## src/rtl/tcdm_amo_pkg.sv

```systemverilog
// Shared types for the TCDM bank arbiter and the AMO shim it feeds.
package tcdm_amo_pkg;

  localparam int unsigned AmoOpWidth = 4;

  typedef enum logic [AmoOpWidth-1:0] {
    AMO_NONE = 4'h0,
    AMO_SWAP = 4'h1,
    AMO_ADD  = 4'h2,
    AMO_AND  = 4'h3,
    AMO_OR   = 4'h4,
    AMO_XOR  = 4'h5,
    AMO_MAX  = 4'h6,
    AMO_MAXU = 4'h7,
    AMO_MIN  = 4'h8,
    AMO_MINU = 4'h9,
    AMO_CAS  = 4'hA
  } amo_op_t;

endpackage

```

## src/rtl/rr_lock_arb.sv

```systemverilog
// Round-robin arbiter that holds its choice while the downstream stalls,
// so a presented request never changes until it is granted.
module rr_lock_arb #(
  parameter  int unsigned NumIn    = 4,
  localparam int unsigned IdxWidth = $clog2(NumIn)
) (
  input  logic                clk_i,
  input  logic                rst_ni,
  input  logic [NumIn-1:0]    req_i,
  input  logic                gnt_i,
  output logic [IdxWidth-1:0] idx_o,
  output logic                valid_o
);

  logic [IdxWidth-1:0] rr_ptr_q;
  logic [IdxWidth-1:0] sel_q;
  logic                lock_q;
  logic [IdxWidth-1:0] scan_idx;
  logic                scan_found;
  logic                lock_hit;
  logic [IdxWidth-1:0] winner;
  int unsigned         cand;

  always_comb begin
    scan_idx   = '0;
    scan_found = 1'b0;
    cand       = 0;
    for (int unsigned i = 0; i < NumIn; i++) begin
      cand = (32'(rr_ptr_q) + i) % NumIn;
      if (!scan_found && req_i[cand]) begin
        scan_found = 1'b1;
        scan_idx   = IdxWidth'(cand);
      end
    end
  end

  // A locked requester that illegally drops req is ignored rather than wedging the bank.
  assign lock_hit = lock_q & req_i[sel_q];
  assign winner   = lock_hit ? sel_q : scan_idx;
  assign idx_o    = winner;
  assign valid_o  = |req_i;

  always_ff @(posedge clk_i or negedge rst_ni) begin
    if (!rst_ni) begin
      rr_ptr_q <= '0;
      sel_q    <= '0;
      lock_q   <= 1'b0;
    end else if (valid_o) begin
      if (gnt_i) begin
        rr_ptr_q <= (winner == IdxWidth'(NumIn - 1)) ? '0 : winner + 1'b1;
        lock_q   <= 1'b0;
      end else begin
        lock_q <= 1'b1;
        sel_q  <= winner;
      end
    end else begin
      lock_q <= 1'b0;
    end
  end

endmodule

```

## src/rtl/tcdm_amo_bank_arbiter.sv

```systemverilog
// Shares one AMO-shim-fronted SRAM bank between NumIn TCDM requesters and
// routes the one-cycle read response back to whoever was granted.
module tcdm_amo_bank_arbiter
  import tcdm_amo_pkg::*;
#(
  parameter  int unsigned NumIn         = 4,
  parameter  int unsigned AddrMemWidth  = 32,
  parameter  int unsigned DataWidth     = 64,
  parameter  int unsigned StallCntWidth = 16,
  localparam int unsigned BeWidth       = DataWidth / 8,
  localparam int unsigned IdxWidth      = $clog2(NumIn)
) (
  input  logic                     clk_i,
  input  logic                     rst_ni,
  input  logic [NumIn-1:0]         req_i,
  output logic [NumIn-1:0]         gnt_o,
  input  logic [AddrMemWidth-1:0]  add_i   [NumIn],
  input  logic [AmoOpWidth-1:0]    amo_i   [NumIn],
  input  logic [NumIn-1:0]         wen_i,
  input  logic [DataWidth-1:0]     wdata_i [NumIn],
  input  logic [BeWidth-1:0]       be_i    [NumIn],
  output logic [DataWidth-1:0]     rdata_o,
  output logic [NumIn-1:0]         rvalid_o,
  output logic                     out_req_o,
  input  logic                     out_gnt_i,
  output logic [AddrMemWidth-1:0]  out_add_o,
  output logic [AmoOpWidth-1:0]    out_amo_o,
  output logic                     out_wen_o,
  output logic [DataWidth-1:0]     out_wdata_o,
  output logic [BeWidth-1:0]       out_be_o,
  input  logic [DataWidth-1:0]     out_rdata_i,
  output logic [StallCntWidth-1:0] stall_cnt_o
);

  if (NumIn < 2 || (DataWidth != 32 && DataWidth != 64)) begin : g_bad_params
    $error("tcdm_amo_bank_arbiter: NumIn must be >= 2 and DataWidth 32 or 64");
  end

  logic [IdxWidth-1:0]      win_idx;
  logic                     win_valid;
  logic [NumIn-1:0]         rvalid_q;
  logic [StallCntWidth-1:0] stall_cnt_q;

  rr_lock_arb #(
    .NumIn (NumIn)
  ) i_rr_lock_arb (
    .clk_i   (clk_i),
    .rst_ni  (rst_ni),
    .req_i   (req_i),
    .gnt_i   (out_gnt_i),
    .idx_o   (win_idx),
    .valid_o (win_valid)
  );

  assign out_req_o = win_valid;

  always_comb begin
    out_add_o   = '0;
    out_amo_o   = '0;
    out_wen_o   = 1'b0;
    out_wdata_o = '0;
    out_be_o    = '0;
    gnt_o       = '0;
    if (out_req_o) begin
      out_add_o        = add_i[win_idx];
      out_amo_o        = amo_i[win_idx];
      out_wen_o        = wen_i[win_idx];
      out_wdata_o      = wdata_i[win_idx];
      out_be_o         = be_i[win_idx];
      gnt_o[win_idx]   = out_gnt_i;
    end
  end

  // gnt_o is already onehot(winner) on a handshake and zero otherwise.
  always_ff @(posedge clk_i or negedge rst_ni) begin
    if (!rst_ni) begin
      rvalid_q    <= '0;
      stall_cnt_q <= '0;
    end else begin
      rvalid_q <= gnt_o;
      if (out_req_o && !out_gnt_i && (stall_cnt_q != '1)) begin
        stall_cnt_q <= stall_cnt_q + 1'b1;
      end
    end
  end

  assign rvalid_o    = rvalid_q;
  assign rdata_o     = out_rdata_i;
  assign stall_cnt_o = stall_cnt_q;

endmodule

```

## config.mk

```make
export PLATFORM = sky130hd
export DESIGN_NAME = tcdm_amo_bank_arbiter
export DESIGN_NICKNAME = d
export VERILOG_FILES = /design/src/rtl/tcdm_amo_pkg.sv /design/src/rtl/rr_lock_arb.sv /design/src/rtl/tcdm_amo_bank_arbiter.sv
export SDC_FILE = /design/constraint.sdc
export NUM_CORES = 1
export LEC_CHECK = 0
export ABC_AREA = 1
export CAP_MARGIN = 10
export CELL_PAD_IN_SITES_DETAIL_PLACEMENT = 1
export CELL_PAD_IN_SITES_GLOBAL_PLACEMENT = 2
export CORE_AREA = 2 2 276 278
export CTS_CLUSTER_SIZE = 8
export DETAILED_ROUTE_END_ITERATION = 8
export DIE_AREA = 0 0 278 280
export GPL_ROUTABILITY_DRIVEN = 1
export HOLD_SLACK_MARGIN = 0.12
export PLACE_DENSITY_LB_ADDON = 0.1
export SETUP_SLACK_MARGIN = 0.1
export SKIP_LAST_GASP = 1
export SYNTH_ARGS = -nofsm -noshare
export SYNTH_HDL_FRONTEND = slang
export SYNTH_HIERARCHICAL = 1
export SYNTH_SLANG_ARGS = --single-unit
```

## constraint.sdc

```tcl
create_clock -name clk_i -period 5.5 [get_ports clk_i]
set_input_delay 1.1 -clock clk_i [delete_from_list [all_inputs] [get_ports clk_i]]
set_output_delay 1.1 -clock clk_i [all_outputs]
set_load 0.05 [all_outputs]
```

-- Word level (Yosys, flattened, before mapping)
Index checks and enable logic that the tools add are counted.
- register bits after elaboration: 25
- bits in latches: 0
- RAM bits: 0
- ROM bits: 0
- input port bits: 507
- output and inout bits: 198
- memories: 0
- add/subtract/negate cells: 5
- multiply operators: 0
- divide/modulo/power cells: 0
- $lt $le $gt $ge: 8
- equal/unequal tests: 2
- shifts and indexed selects: 0
- mux-type cells: 43
- bitwise logic cells: 4
- reduce and logical (&&, ||, !) cells: 13
- operator list (operator ; number):
    64-bit 2-to-1 mux ; 3
    64-bit binary-select mux with 2-bit select ; 1
    32-bit 2-to-1 mux ; 3
    32-bit binary-select mux with 2-bit select ; 1
    8-bit 2-to-1 mux ; 3
    2-bit by 3-bit less-than comparator with 1-bit output, second input constant ; 6
    16-bit by 1-bit adder with 16-bit output, second input constant ; 1
    8-bit binary-select mux with 2-bit select ; 1
    4-bit 2-to-1 mux ; 4
    16-bit inequality test, second input constant ; 1
    1-bit 2-to-1 mux ; 13
    1-bit binary-select mux with 2-bit select ; 6
    2-bit 2-to-1 mux ; 6
    4-bit binary-select mux with 2-bit select ; 1
    1-bit logical AND ; 6
    2-bit by 1-bit adder with 2-bit output, second input constant ; 2
    2-bit adder, second input constant ; 2
    4-bit bitwise AND ; 1
    1-bit logical NOT ; 4
    2-bit AND reduction ; 2
    4-bit OR reduction ; 1
    3-bit >= comparator, second input constant ; 1
    2-bit inverter with 3-bit output ; 1
    1-bit demux with 2-bit select ; 1
    4 further kinds ; 4

-- Depth between registers and ports, before layout
Gate-level depths: netlist (run 1).
- word-level depth: 19
- mapped depth: 17
- depth with buffers taken out: 15

-- Modules after synthesis
Netlist (run 1), hierarchy kept.
- by module, submodules not included (module ; times used ; cells an instance ; area an instance (µm²) ; sequential area each (µm²)):
    tcdm_amo_bank_arbiter ; 1 ; 883 ; 5330.1 ; 500.5
    rr_lock_arb ; 1 ; 97 ; 559.3 ; 125.1

-- Least setup slack after synthesis (run 1)
OpenSTA, ideal clock, no wires.
- path kind: input-to-output
- start point: input req_i[2]
- end point: output gnt_o[2]
- arrival time: 3.440 ns
- setup slack: 0.960 ns
- stages on the path: 13
- buffers on the path: 3
- path through: inv_1 -> nand2_1 -> nand3_1 -> nand2_2 -> nor2_2 -> nand3_1 -> nand4_1 -> and2_1 -> buf_2 -> inv_1 -> buf_2 -> buf_2 -> nor3_1
- cells in the longest elaborated chain, start to end: 19
- elaborated cells on any way between the ends: 33
- classes of those cells: order compare: 2; mux: 21; bitwise: 2; reduce/logical: 8
- ends and longest elaborated chain (what ; line ; RTL):
    start: declaration ; tcdm_amo_bank_arbiter.sv:15 ; input logic [NumIn-1:0] req_i,
    1-bit binary-select mux with 2-bit select ; rr_lock_arb.sv:30 ; if (!scan_found && req_i[cand]) begin
    1-bit 2-to-1 mux (implied by the code) ; rr_lock_arb.sv:30 ;
    1-bit 2-to-1 mux ; rr_lock_arb.sv:30 ;
    1-bit logical NOT ; rr_lock_arb.sv:30 ;
    1-bit logical AND ; rr_lock_arb.sv:30 ;
    1-bit 2-to-1 mux ; rr_lock_arb.sv:30 ;
    1-bit logical NOT ; rr_lock_arb.sv:30 ;
    1-bit logical AND ; rr_lock_arb.sv:30 ;
    [... 4 more ...] ; -- ;
    2-bit 2-to-1 mux * ; rr_lock_arb.sv:39 ; assign winner = lock_hit ? sel_q : scan_idx;
    net win_idx[1] ; tcdm_amo_bank_arbiter.sv:39 ; logic [IdxWidth-1:0] win_idx;
    2-bit by 3-bit less-than comparator with 1-bit output (implied by the code) / 2-bit by 1-bit >= comparator with 1-bit output (equally long branches) ; tcdm_amo_bank_arbiter.sv:70 ; gnt_o[win_idx] = out_gnt_i;
    1-bit logical AND (implied by the code) ; tcdm_amo_bank_arbiter.sv:70 ;
    1-bit 2-to-1 mux (implied by the code) ; tcdm_amo_bank_arbiter.sv:70 ;
    1-bit demux with 2-bit select * ; tcdm_amo_bank_arbiter.sv:70 ;
    4-bit bitwise AND (no line) * ; -- ;
    4-bit 2-to-1 mux * ; tcdm_amo_bank_arbiter.sv:64 ; if (out_req_o) begin
    end: declaration ; tcdm_amo_bank_arbiter.sv:16 ; output logic [NumIn-1:0] gnt_o,
The timed path passes the listed nets; every way through them passes the cells marked *. The select of a mux whose other input is x is not followed.

-- Final worst setup path (run 1)
- start point: input req_i[0]
- end point: output out_add_o[18]
- cells in the longest elaborated chain, start to end: 18
- elaborated cells on any way between the ends: 31
- classes of those cells: mux: 22; bitwise: 2; reduce/logical: 7
- ends and longest elaborated chain (what ; line ; RTL):
    1-bit binary-select mux with 2-bit select ; rr_lock_arb.sv:30 ;
    1-bit 2-to-1 mux (implied by the code) ; rr_lock_arb.sv:30 ;
    1-bit 2-to-1 mux ; rr_lock_arb.sv:30 ;
    1-bit logical NOT ; rr_lock_arb.sv:30 ;
    1-bit logical AND ; rr_lock_arb.sv:30 ;
    1-bit 2-to-1 mux ; rr_lock_arb.sv:30 ;
    1-bit logical NOT ; rr_lock_arb.sv:30 ;
    1-bit logical AND ; rr_lock_arb.sv:30 ;
    [... 2 more ...] ; -- ;
    1-bit logical AND ; rr_lock_arb.sv:30 ;
    2-bit 2-to-1 mux ; rr_lock_arb.sv:30 ;
    2-bit 2-to-1 mux * ; rr_lock_arb.sv:39 ;
    net win_idx[0] ; tcdm_amo_bank_arbiter.sv:39 ;
    2-bit inverter with 3-bit output (implied by the code) * ; tcdm_amo_bank_arbiter.sv:65 ; out_add_o = add_i[win_idx];
    32-bit binary-select mux with 2-bit select * ; tcdm_amo_bank_arbiter.sv:65 ;
    32-bit 2-to-1 mux (implied by the code) * (2 in a row) ; tcdm_amo_bank_arbiter.sv:65 ;
    32-bit 2-to-1 mux * ; tcdm_amo_bank_arbiter.sv:64 ;
    end: declaration ; tcdm_amo_bank_arbiter.sv:26 ; output logic [AddrMemWidth-1:0] out_add_o,
Marked as above.

==> flow_metrics.tcl, run 1 <==
set metrics [dict create \
    status "complete, no violations" \
    initialDrtViolationCount 316 \
    ys_ff_latch 25 \
    rows 101 \
    cts_resized 0 \
    path_buf_inv 8 \
    clk_pin_slew_worst_paths_ps 70 \
    gr-usage-all-layers_pct 13.1 \
    ys_warn_count 6 \
    fill_cells 8890 \
    num_vias 9372 \
    synthCells 980 \
    clockBufferDepth 2 \
    r2r-start "i_rr_lock_arb/rr_ptr_q[0]" \
    grt_pass1_vias 10100 \
    holdBufCountCts 0 \
    clockRootBuffer "clkbuf_16" \
    die_y_um 280 \
    postCtsSetupBuffers 0 \
    syn_to_final_growth_pct 126 \
    first_pass_iters 4 \
    cts_tree "done" \
    synth_top_area_share_pct 38.6 \
    whs_ps 557 \
    skew_ps 18.7 \
    whs_endpoint "i_rr_lock_arb/sel_q[1]" \
    layout-drive-gt1-share_pct 13.1 \
    portBuffers 576 \
    antenna_found_initial 11 \
    cts_htree_levels 1 \
    fin_crit_ps 5080 \
    cp_top_family "buffers and inverters" \
    finalCoreUtilization_pct 17.7 \
    grt_pass1_wl_um 75300 \
    fin_ws_ps 423 \
    clk_latency_ps 280 \
    yosys.area.top_type "nand3_1" \
    grt_max_degree 58 \
    syn_avg_cell_area_um2 6.01 \
    netlist_top_cells_area "nand3_1 (39%), a41oi_1 (16%), dfrtp_1 (11%), buf_4 (8.3%), buf_2 (7.6%)" \
    tightest_slew_ps 1090 \
    min_period_over_period_pct 92.3 \
    finalSetupTns_ps 0 \
    wire_per_inst_um 22.3 \
    cts_buffers 3 \
    grt_remaining_overflow 0 \
    post-place-ws_ps 312 \
    initial_core_util_pct 7.83 \
    finalSetupViolations 0 \
    worstPathArrival_ps 3980 \
    nNetsFinal 1937 \
    clock_sinks 25 \
    netlist_area_mm2 0.00589 \
    path_cells "clkdlybuf4s50_1 > inv_1 > nand2_1 > nand3_2 > nand2_2 > inv_1 > nand2_1 > nand2_1 > nand3_1 > nand3_2 > nand2_2 > inv_8 > inv_6 > buf_12 > buf_12 > nand3_1 > a41oi_1 > buf_12" \
    yosysUniqueCellTypes 30 \
    core_area_mm2 0.0752 \
    worst_r2r_endpoint "rvalid_o[2]" \
    fmax_mhz 197 \
    routed_wl_um 53700 \
    relSlewSlack_pct 27.0 \
    seq_area_frac_synth_pct 10.6 \
    ff2ff_setup_slack_ps 2760 \
    design.die.area_mm2 0.0778 \
    cpPeakStageDelay_ps 550 \
    drv_cap 0 \
    rsz0062_at_grt "false" \
    syn_nets 1489 \
    finalHoldViolCount 0 \
    start_kind "input port" \
    vias_per_cell 3.89 \
    hold_path_depth 2 \
    cp_slowest_cell "clkdlybuf4s50_1" \
    hold_start "i_rr_lock_arb/sel_q[1]" \
    slew_violations 0 \
    required_ps 4400 \
    die_w_um 278 \
    place_hpwl_um 43700 \
    end_kind "output pin" \
    ant_nets 0 \
    io_pins 705 \
    critPathKind "in -> out" \
    r2r_cells 12 \
    post-route-drc-count 0 \
    min_path_type "reg -> reg" \
    crit_fanout 33 \
    gp_congestion 0.739 \
]
## worst max-delay path by stage
stage / start / cells after the start / to / slack, ps
2_1_floorplan: req_i[2] / 13 / gnt_o[2] / 960
3_3_place_gp: req_i[1] / 16 / out_add_o[18] / 330
3_5_place_dp: req_i[0] / 18 / out_add_o[18] / 310
4_1_cts: req_i[0] / 18 / out_add_o[18] / 310
5_1_grt: req_i[0] / 18 / out_add_o[18] / 100
6_report: req_i[0] / 18 / out_add_o[18] / 420
## cells by family after synthesis
kind of cell,share of synthesized area (%)
adders and majority gates,0.425
DFF,10.6
buffers and inverters,19.5
and+or+nand+nor,51.2
AOI/OAI and AO/OA,17.3
xor gates and xnor gates,1.04
## tightest hold or removal path: stages (launching register included)
cell and delay, ps:
dfrtp_1 400, nand2_1 70, nand2_1 60
## synthesized netlist by cell type
master,instances
nand3_1,454
nand2_1,111
a41oi_1,109
buf_2,89
buf_4,65
dfrtp_1,25
inv_1,25
nor2_1,24
clkbuf_1,16
nand2_2,11
nand4_1,6
nor3_1,5
xnor2_1,5
a21oi_1,4
buf_1,4
o21ai_0,4
buf_6,3
inv_2,3
ha_1,2
nand3_2,2
nand3b_1,2
nor2_2,2
xor2_1,2
a31oi_1,1
and2_1,1
nand2_4,1
nor2_4,1
nor2_8,1
nor4_1,1
o21ai_4,1
## flip-flops by register name (all words and copies together) (netlist names)
name and flops:
rvalid_o 4, i_rr_lock_arb/lock_q 1, stall_cnt_o 16, i_rr_lock_arb/rr_ptr_q 2, i_rr_lock_arb/sel_q 2
## stage by stage
| stage | area (um^2) | std cells |
|---|---|---|
| after floorplan | 5890 | 980 |
| after global placement | 13200 | 2401 |
| after detailed placement | 13200 | 2401 |
| after CTS | 13300 | 2405 |
| after global routing | 13300 | 2407 |
| final | 13300 | 2408 |
## layout by cell type, fill, tap and decap left out, drive strengths merged, types with 3 or more instances in the layout
cell type      count
o21ai              5
a21oi              4
a41oi            109
nand3            456
xnor2              5
nand2            123
inv               28
dfrtp             25
diode              3
clkbuf             3
nor3               5
clkdlybuf4s50    463
buf              157
nor2              28
nand4              6
## metal layers
| metal | vias up | part of all wire (%) | track usage (%) |
|---|---|---|---|
| met5 | - | 0.17 | 0 |
| met4 | 16 | 1.4 | 1.91 |
| met3 | 50 | 7.6 | 4.26 |
| met2 | 353 | 52 | 24.2 |
| met1 | 4488 | 39 | 14.7 |
| li1 | 4465 | - | - |
## area by class of cell
class / instances / area, um^2 / share of cell area [%]
Inverter: 28 / 128 / 0.958
Clock inverter: 1 / 7.51 / 0.0563
Multi-Input combinational cell: 750 / 4120 / 30.9
Tap cell: 978 / 1220 / 9.18
Antenna cell: 3 / 7.51 / 0.0563
Sequential cell: 25 / 626 / 4.69
Timing Repair Buffer: 620 / 7140 / 53.6
Clock buffer: 3 / 75.1 / 0.563
Power of run 1 is left out: the tool's default activity adds up to more than one toggle a clock period on the data nets, which glitch-free logic cannot reach.
==> inputs of run 2 (changes only) <==
--- a/config.mk
+++ b/config.mk
@@ -18,6 +18,7 @@
 export PLACE_DENSITY_LB_ADDON = 0.1
 export SETUP_SLACK_MARGIN = 0.1
 export SKIP_LAST_GASP = 1
+export SLEW_MARGIN = 15
 export SYNTH_ARGS = -nofsm -noshare
 export SYNTH_HDL_FRONTEND = slang
 export SYNTH_HIERARCHICAL = 1
==> run 2 against run 1 <==
Against the previous run:
- maximum frequency rose by 0.74%
- sequential cell count did not move
- first-iteration DRC count fell by 1.3%
- die area did not move
- final area barely moved
- global-route usage fell by 0.089 points
- final cell count did not move
- highest routed layer unchanged
==> flow_metrics.tcl, run 2 (synthesized netlist as in run 1, its figures left out) <==
set metrics [dict create \
    place_hpwl_um 43500 \
    clockBufferDepth 2 \
    finalSetupViolations 0 \
    end_kind "output pin" \
    skew_ps 15.6 \
    fill_cells 8880 \
    layout-drive-gt1-share_pct 13.2 \
    cts_resized 0 \
    path_buf_inv 8 \
    tightest_slew_ps 708 \
    core_area_mm2 0.0752 \
    initialDrtViolationCount 312 \
    io_pins 705 \
    first_pass_iters 6 \
    cts_htree_levels 1 \
    gr-usage-all-layers_pct 13.0 \
    vias_per_cell 3.92 \
    clockRootBuffer "clkbuf_16" \
    design.die.area_mm2 0.0778 \
    holdBufCountCts 0 \
    required_ps 4400 \
    cpPeakStageDelay_ps 500 \
    final_common_cell "clkdlybuf4s50_1" \
    path_cells "clkdlybuf4s50_1 > inv_1 > nand2_1 > nand3_1 > nand2_2 > inv_1 > nand2_1 > nand2_1 > nand3_1 > nand3_2 > nand2_2 > inv_8 > inv_6 > buf_12 > buf_4 > nand3_1 > a41oi_1 > buf_12" \
    min_path_type "reg -> reg" \
    die_y_um 280 \
    initial_core_util_pct 7.83 \
    path_depth 18 \
    postCtsSetupBuffers 0 \
    fmax_mhz 198 \
    cts_buffers 3 \
    grt_pass1_wl_um 74900 \
    ant_nets 0 \
    worstPathArrival_ps 3940 \
    num_vias 9433 \
    antenna_found_initial 9 \
    multi_input_area_mm2 0.00413 \
    clock_sinks 25 \
    crit_fanout 33 \
    drv_cap 0 \
    rsz0062_at_grt "false" \
    r2r_cells 12 \
    post-route-drc-count 0 \
    portBuffers 576 \
    finalHoldViolCount 0 \
    relSlewSlack_pct 52.8 \
    status "complete, no violations" \
    min_period_over_period_pct 91.6 \
    finalSetupTns_ps 0 \
    clk_latency_ps 270 \
    hold_path_depth 2 \
    cp_slowest_cell "clkdlybuf4s50_1" \
    syn_to_final_growth_pct 126 \
    slew_violations 0 \
    die_w_um 278 \
    cp_top_family "buffers and inverters" \
    nNetsFinal 1937 \
    gp_congestion 0.739 \
    clk_pin_slew_worst_paths_ps 60 \
    wire_per_inst_um 22.2 \
    cts_tree "done" \
    grt_max_degree 58 \
    largest_reg_flops 16 \
    fin_crit_ps 5040 \
    routed_wl_um 53500 \
    grt_remaining_overflow 0 \
    regArea_um2 626 \
    final_cell_mix "clkdlybuf4s50_1 (463), nand3_1 (454), nand2_1 (111), a41oi_1 (108), buf_12 (106)" \
    start_kind "input port" \
    grt_pass1_vias 10100 \
    critPathKind "in -> out" \
    rows 101 \
]
run 2: changes by cell type in the layout (fill, tap and decap cells not counted), sizes merged:
cell / before / now
clkinvlp: 1 / 0
clkinv: 0 / 1
run 2: tightest hold or removal path: cells and delay by family, from the launching register on:
family | cells | cell delay [ps]
DFF | 1 | 400
and+or+nand+nor | 2 | 130
run 2: stage by stage:
| step | instance area, um^2 | hold WS [ps] | util [%] | setup slack, ps | std cells |
|---|---|---|---|---|---|
| floorplan | 5890 | 470 | - | 960 | 980 |
| global placement | 13200 | 558 | 17.6 | 327 | 2401 |
| detailed placement | 13200 | 537 | 17.6 | 312 | 2401 |
| CTS | 13300 | 563 | 17.7 | 312 | 2405 |
| global route | 13300 | 589 | 17.7 | 139 | 2407 |
| finish | 13300 | 559 | 17.7 | 460 | 2408 |
run 2: layout make-up:
class	count	area share, %
timing repair buffer	620	53.5
multi-input combinational	750	31.0
tap	978	9.18
sequential	25	4.69
inverter	28	0.957
clock buffer	3	0.563
antenna	3	0.0563
clock inverter	1	0.0375
run 2: final timing paths:
check | start | endpoint | slack [ps]
setup / recovery | req_i[2] | out_wdata_o[40] | 460
hold / removal | i_rr_lock_arb/sel_q[1] | i_rr_lock_arb/sel_q[1] | 560
setup reg to reg | i_rr_lock_arb/rr_ptr_q[0] | rvalid_o[2] | 2810
hold reg to reg | i_rr_lock_arb/sel_q[1] | i_rr_lock_arb/sel_q[1] | 560
max in group asynchronous | rst_ni | stall_cnt_o[12] | 3970
min in group asynchronous | rst_ni | stall_cnt_o[7] | 1230
run 2: metal layers:
| metal | wire, um | vias to the layer above | GRT usage (%) |
|---|---|---|---|
| met1 | 20700 | 4558 | 14.6 |
| met3 | 4140 | 44 | 4.19 |
| met4 | 614 | 12 | 1.82 |
| met5 | 87 | - | 0 |
| met2 | 27900 | 356 | 24.1 |
| li1 | - | 4463 | - |
Power of run 2 is left out for the same reason.
==> inputs of run 3 (changes only) <==
--- a/config.mk
+++ b/config.mk
@@ -10,7 +10,7 @@
 export CELL_PAD_IN_SITES_DETAIL_PLACEMENT = 1
 export CELL_PAD_IN_SITES_GLOBAL_PLACEMENT = 2
 export CORE_AREA = 2 2 276 278
-export CTS_CLUSTER_SIZE = 8
+export CTS_CLUSTER_SIZE = 10
 export DETAILED_ROUTE_END_ITERATION = 8
 export DIE_AREA = 0 0 278 280
 export GPL_ROUTABILITY_DRIVEN = 1
==> results of run 3 <==
The final DEF is identical to that of run 2; final timing and power are the same.
Power of run 3 is left out for the same reason.
